File: src/rtl/front_panel_debounce.sv
// Front-panel pushbutton conditioning: per-button two-flop synchronizer and
// debounce FSM producing a clean active-high level and a one-cycle press strobe.

module front_panel_debounce_channel #(
  parameter int DEBOUNCE_CYCLES = 500000
) (
  input  logic clk,
  input  logic rst,
  input  logic raw_n,
  output logic level,
  output logic pulse
);
  // state        | meaning
  // RELEASED     | button accepted as released, watching for a low sample
  // PRESS_WAIT   | low seen, counting stable low samples
  // PRESSED      | button accepted as pressed, watching for a high sample
  // RELEASE_WAIT | high seen, counting stable high samples
  localparam logic [1:0] RELEASED     = 2'd0;
  localparam logic [1:0] PRESS_WAIT   = 2'd1;
  localparam logic [1:0] PRESSED      = 2'd2;
  localparam logic [1:0] RELEASE_WAIT = 2'd3;

  localparam int CW = $clog2(DEBOUNCE_CYCLES + 1);
  localparam logic [CW-1:0] LAST = CW'(DEBOUNCE_CYCLES - 1);

  logic          sync1;
  logic          s;
  logic [1:0]    state;
  logic [1:0]    state_next;
  logic [CW-1:0] cnt;
  logic [CW-1:0] cnt_next;
  logic          pulse_next;

  always_ff @(posedge clk or posedge rst) begin
    if (rst) begin
      sync1 <= 1'b1;
      s     <= 1'b1;
    end else begin
      sync1 <= raw_n;
      s     <= sync1;
    end
  end

  always_comb begin
    state_next = state;
    cnt_next   = cnt;
    pulse_next = 1'b0;
    case (state)
      RELEASED: begin
        if (!s) begin
          state_next = PRESS_WAIT;
          cnt_next   = '0;
        end
      end
      PRESS_WAIT: begin
        if (s) begin
          state_next = RELEASED;
          cnt_next   = '0;
        end else if (cnt == LAST) begin
          state_next = PRESSED;
          cnt_next   = '0;
          pulse_next = 1'b1;
        end else begin
          cnt_next = cnt + 1'b1;
        end
      end
      PRESSED: begin
        if (s) begin
          state_next = RELEASE_WAIT;
          cnt_next   = '0;
        end
      end
      RELEASE_WAIT: begin
        if (!s) begin
          state_next = PRESSED;
          cnt_next   = '0;
        end else if (cnt == LAST) begin
          state_next = RELEASED;
          cnt_next   = '0;
        end else begin
          cnt_next = cnt + 1'b1;
        end
      end
      default: begin
        state_next = RELEASED;
        cnt_next   = '0;
      end
    endcase
  end

  // Level is registered from the next state so it changes on the same edge as the FSM.
  always_ff @(posedge clk or posedge rst) begin
    if (rst) begin
      state <= RELEASED;
      cnt   <= '0;
      pulse <= 1'b0;
      level <= 1'b0;
    end else begin
      state <= state_next;
      cnt   <= cnt_next;
      pulse <= pulse_next;
      level <= (state_next == PRESSED) || (state_next == RELEASE_WAIT);
    end
  end
endmodule

module front_panel_debounce #(
  parameter int DEBOUNCE_CYCLES = 500000
) (
  input  logic Clk,
  input  logic Reset,
  input  logic Run_n,
  input  logic Continue_n,
  input  logic ContinueIR_n,
  output logic Run,
  output logic Continue,
  output logic ContinueIR,
  output logic Run_pulse,
  output logic Continue_pulse,
  output logic ContinueIR_pulse
);
  front_panel_debounce_channel #(.DEBOUNCE_CYCLES(DEBOUNCE_CYCLES)) u_run (
    .clk   (Clk),
    .rst   (Reset),
    .raw_n (Run_n),
    .level (Run),
    .pulse (Run_pulse)
  );

  front_panel_debounce_channel #(.DEBOUNCE_CYCLES(DEBOUNCE_CYCLES)) u_continue (
    .clk   (Clk),
    .rst   (Reset),
    .raw_n (Continue_n),
    .level (Continue),
    .pulse (Continue_pulse)
  );

  front_panel_debounce_channel #(.DEBOUNCE_CYCLES(DEBOUNCE_CYCLES)) u_continue_ir (
    .clk   (Clk),
    .rst   (Reset),
    .raw_n (ContinueIR_n),
    .level (ContinueIR),
    .pulse (ContinueIR_pulse)
  );
endmodule

File: config.mk
export PLATFORM = sky130hd
export DESIGN_NAME = front_panel_debounce
export DESIGN_NICKNAME = d
export VERILOG_FILES = /design/src/rtl/front_panel_debounce.sv
export SDC_FILE = /design/constraint.sdc
export NUM_CORES = 1
export LEC_CHECK = 0
export ABC_AREA = 1
export CAP_MARGIN = 40
export CELL_PAD_IN_SITES_DETAIL_PLACEMENT = 1
export CELL_PAD_IN_SITES_GLOBAL_PLACEMENT = 1
export CORE_MARGIN = 1.5
export CORE_UTILIZATION = 25
export CTS_BUF_LIST = sky130_fd_sc_hd__clkbuf_4
export CTS_CLUSTER_DIAMETER = 80
export DETAILED_ROUTE_END_ITERATION = 12
export PLACE_DENSITY = 0.62
export SETUP_SLACK_MARGIN = 0.15
export SYNTH_ARGS = -nofsm -noshare
export SYNTH_HDL_FRONTEND = slang
export SYNTH_SLANG_ARGS = --single-unit
File: constraint.sdc
create_clock -name Clk -period 2.4 [get_ports Clk]
set_input_delay 0.48 -clock Clk [delete_from_list [all_inputs] [get_ports Clk]]
set_output_delay 0.48 -clock Clk [all_outputs]
set_load 0.02 [all_outputs]
==> out/results.tsv <==
metric	value	unit
die_y	131.8	µm
cp.arrival	1420	ps
fin_crit	1904	ps
ys_ff_latch	75	
hold_class	primary input to asynchronous set/reset pin	
ys.warnings.count	0	
grt_pass1_wl	18040	µm
finalHoldViolations	0	
setup_violations	0	
antenna_found_initial	0	
cp-end-kind	primary output	
final_common_cell	nand2_1	
start_util	0.2582	
max_freq	525.3	MHz
drt_first_pass_iters	4	
finalNonFillerCells	792	
period_share	0.7932	
grt_use_total	0.1268	
place_hpwl	7743	µm
seq_area_frac_synth	0.4544	
place_inst	776	
cp_max_fo	1	
finalNetCount	579	
synthFlopType	dfrtp_1	
tns	0	ps
htree_levels	3	
layout-drive-gt1-share	0.1233	
cts-root-buf	clkbuf_4	
num_antenna_cells	0	
num-fill-cells	1961	
clock_latency	460	ps
status	finished, final reports clean	
total_power	0.002477	W
wl_per_cell	12.65	µm
postCtsHoldBufs	0	
clk_path_buf_depth	2	
portBuffers	10	
via_per_inst	4.372	
yosysUniqueCellTypes	35	
p_leak	2.094	nW
rsz0062_at_grt	false	
slew_headroom	0.6931	
worst-setup-path-type	flop to primary output	
slew_viol_final	0	
die_w	131.8	µm
path_clk_slew	140	ps
cts_sinks	75	
startpoint_type	flop	
num_vias	3463	
rows	46	
ios	11	
worstPathRequired	1920	ps
cts_resized	0	
synth_edf_count	0	
drt-initial-drc-count	135	
syn-cell-area	4146	µm²
first_global_vias	3717	
post_cts_buffers	0	
synthesis.nets	557	
layout_common_cells	140 x nand2_1, 105 x nor2_1, 71 x inv_1	
gp_congestion	0.7920	
grt_max_degree	23	
core	16060	µm²
drtAntennaViolNets	0	
cpLargestDelayFamily	buffers and inverters	
cpMaxStageDelayCell	clkdlybuf4s50_1	
clock_skew	21.45	ps
gr-total-overflow	0	
utilization	0.2952	
hold_slack	354.5	ps
syn_inst	549	
async_flop_share	1.000	
tightest_slew	459.4	ps
cp_num_buf_inv	1	
wl	10020	µm
drv_cap	0	
avgSynthCellArea	7.553	µm²
p_per_area	522.7	nW/µm²
irDropWorstVdd	0.0002732	V
drc_errors	0	
numCtsBuffers	9	
syn_to_final_growth	14.30	%
cts_tree	done	
cp_slowest_stage_delay	600	ps
crit_chain	clkdlybuf4s50_1	
dieArea	17370	µm²
power breakdown:
part | leakage, nW | switching (W) | internal [W]
registers | 1.02 | 0.0000163 | 0.00128
clock network | 0.101 | 0.000508 | 0.000543
logic | 0.977 | 0.0000902 | 0.0000359
cell type report:
type | count | area (µm²) | area share
clock buffer | 10 | 75.07 | 0.01584
clock inverter | 6 | 112.6 | 0.02376
inverter | 76 | 289.0 | 0.06098
multi-input combinational | 394 | 1946 | 0.4105
sequential | 75 | 1884 | 0.3976
tap | 216 | 270.3 | 0.05702
timing repair buffer | 15 | 162.7 | 0.03432
layer usage:
metal / wire, µm / global-route usage / share of wire / up-vias
li1: - / - / - / 1746
met2: 4781 / 0.2088 / 0.48 / 31
met3: 217 / 0.02614 / 0.022 / 16
met4: 207 / 0.05123 / 0.021 / 0
met1: 4816 / 0.1628 / 0.48 / 1670
met5: 0 / 0 / 0 / -
sequential cells by signal (all words and copies together) (netlist names):
register,cells
u_run.state,2
u_continue.level,1
u_run.sync1,1
u_continue_ir.pulse,1
u_run.pulse,1
u_continue_ir.s,1
u_continue_ir.cnt,19
u_run.level,1
u_run.cnt,19
u_continue.s,1
u_continue_ir.level,1
u_continue.cnt,19
u_continue_ir.sync1,1
u_continue_ir.state,2
u_run.s,1
u_continue.sync1,1
u_continue.state,2
u_continue.pulse,1
metrics by stage:
stage | setup WS, ps | instance area (µm²)
3_5_place_dp | 566.6 | 4552
5_1_grt | 370.6 | 4740
4_1_cts | 449.7 | 4740
6_report | 496.3 | 4740
2_1_floorplan | 1021 | 4150
3_3_place_gp | 660.6 | 4552
cell usage after synthesis (all sizes together) (2+ instances only):
cell type | instances | share of area
inv | 76 | 0.069
nand4 | 9 | 0.015
o21ai | 16 | 0.019
nand2 | 150 | 0.14
buf | 4 | 0.0075
a31oi | 2 | 0.0030
dfstp | 6 | 0.038
o22ai | 4 | 0.0060
ha | 3 | 0.0091
nor2 | 122 | 0.13
nand3 | 40 | 0.060
xnor2 | 6 | 0.013
dfrtp | 69 | 0.42
a21oi | 7 | 0.011
xor2 | 18 | 0.038
nor3 | 9 | 0.012
nor4 | 2 | 0.0030
kinds of logic after synthesis:
kind of cell               synth area share
AOI/OAI and AO/OA                   0.04134
buffers and inverters               0.07634
xor gates and xnor gates            0.05069
and+or+nand+nor                      0.3681
DFF                                  0.4544
adders and majority gates          0.009053
path summary, 6_finish.rpt:
kind | cells after the start | to | slack, ps | from
setup / recovery | 1 | Run | 500 | u_run.level$_DFF_PP0_
hold / removal | 2 | u_continue_ir.cnt[12]$_DFFE_PP0P_ | 350 | Reset
setup reg to reg | 9 | u_continue_ir.cnt[16]$_DFFE_PP0P_ | 590 | u_continue_ir.s$_DFF_PP1_
hold reg to reg | 0 | u_continue.s$_DFF_PP1_ | 370 | u_continue.sync1$_DFF_PP1_
max in group asynchronous | 3 | u_run.sync1$_DFF_PP1_ | 1450 | Reset
min in group Clk | 0 | u_continue.s$_DFF_PP1_ | 370 | u_continue.sync1$_DFF_PP1_
No activity file was read; power rests on OpenSTA's default activity.
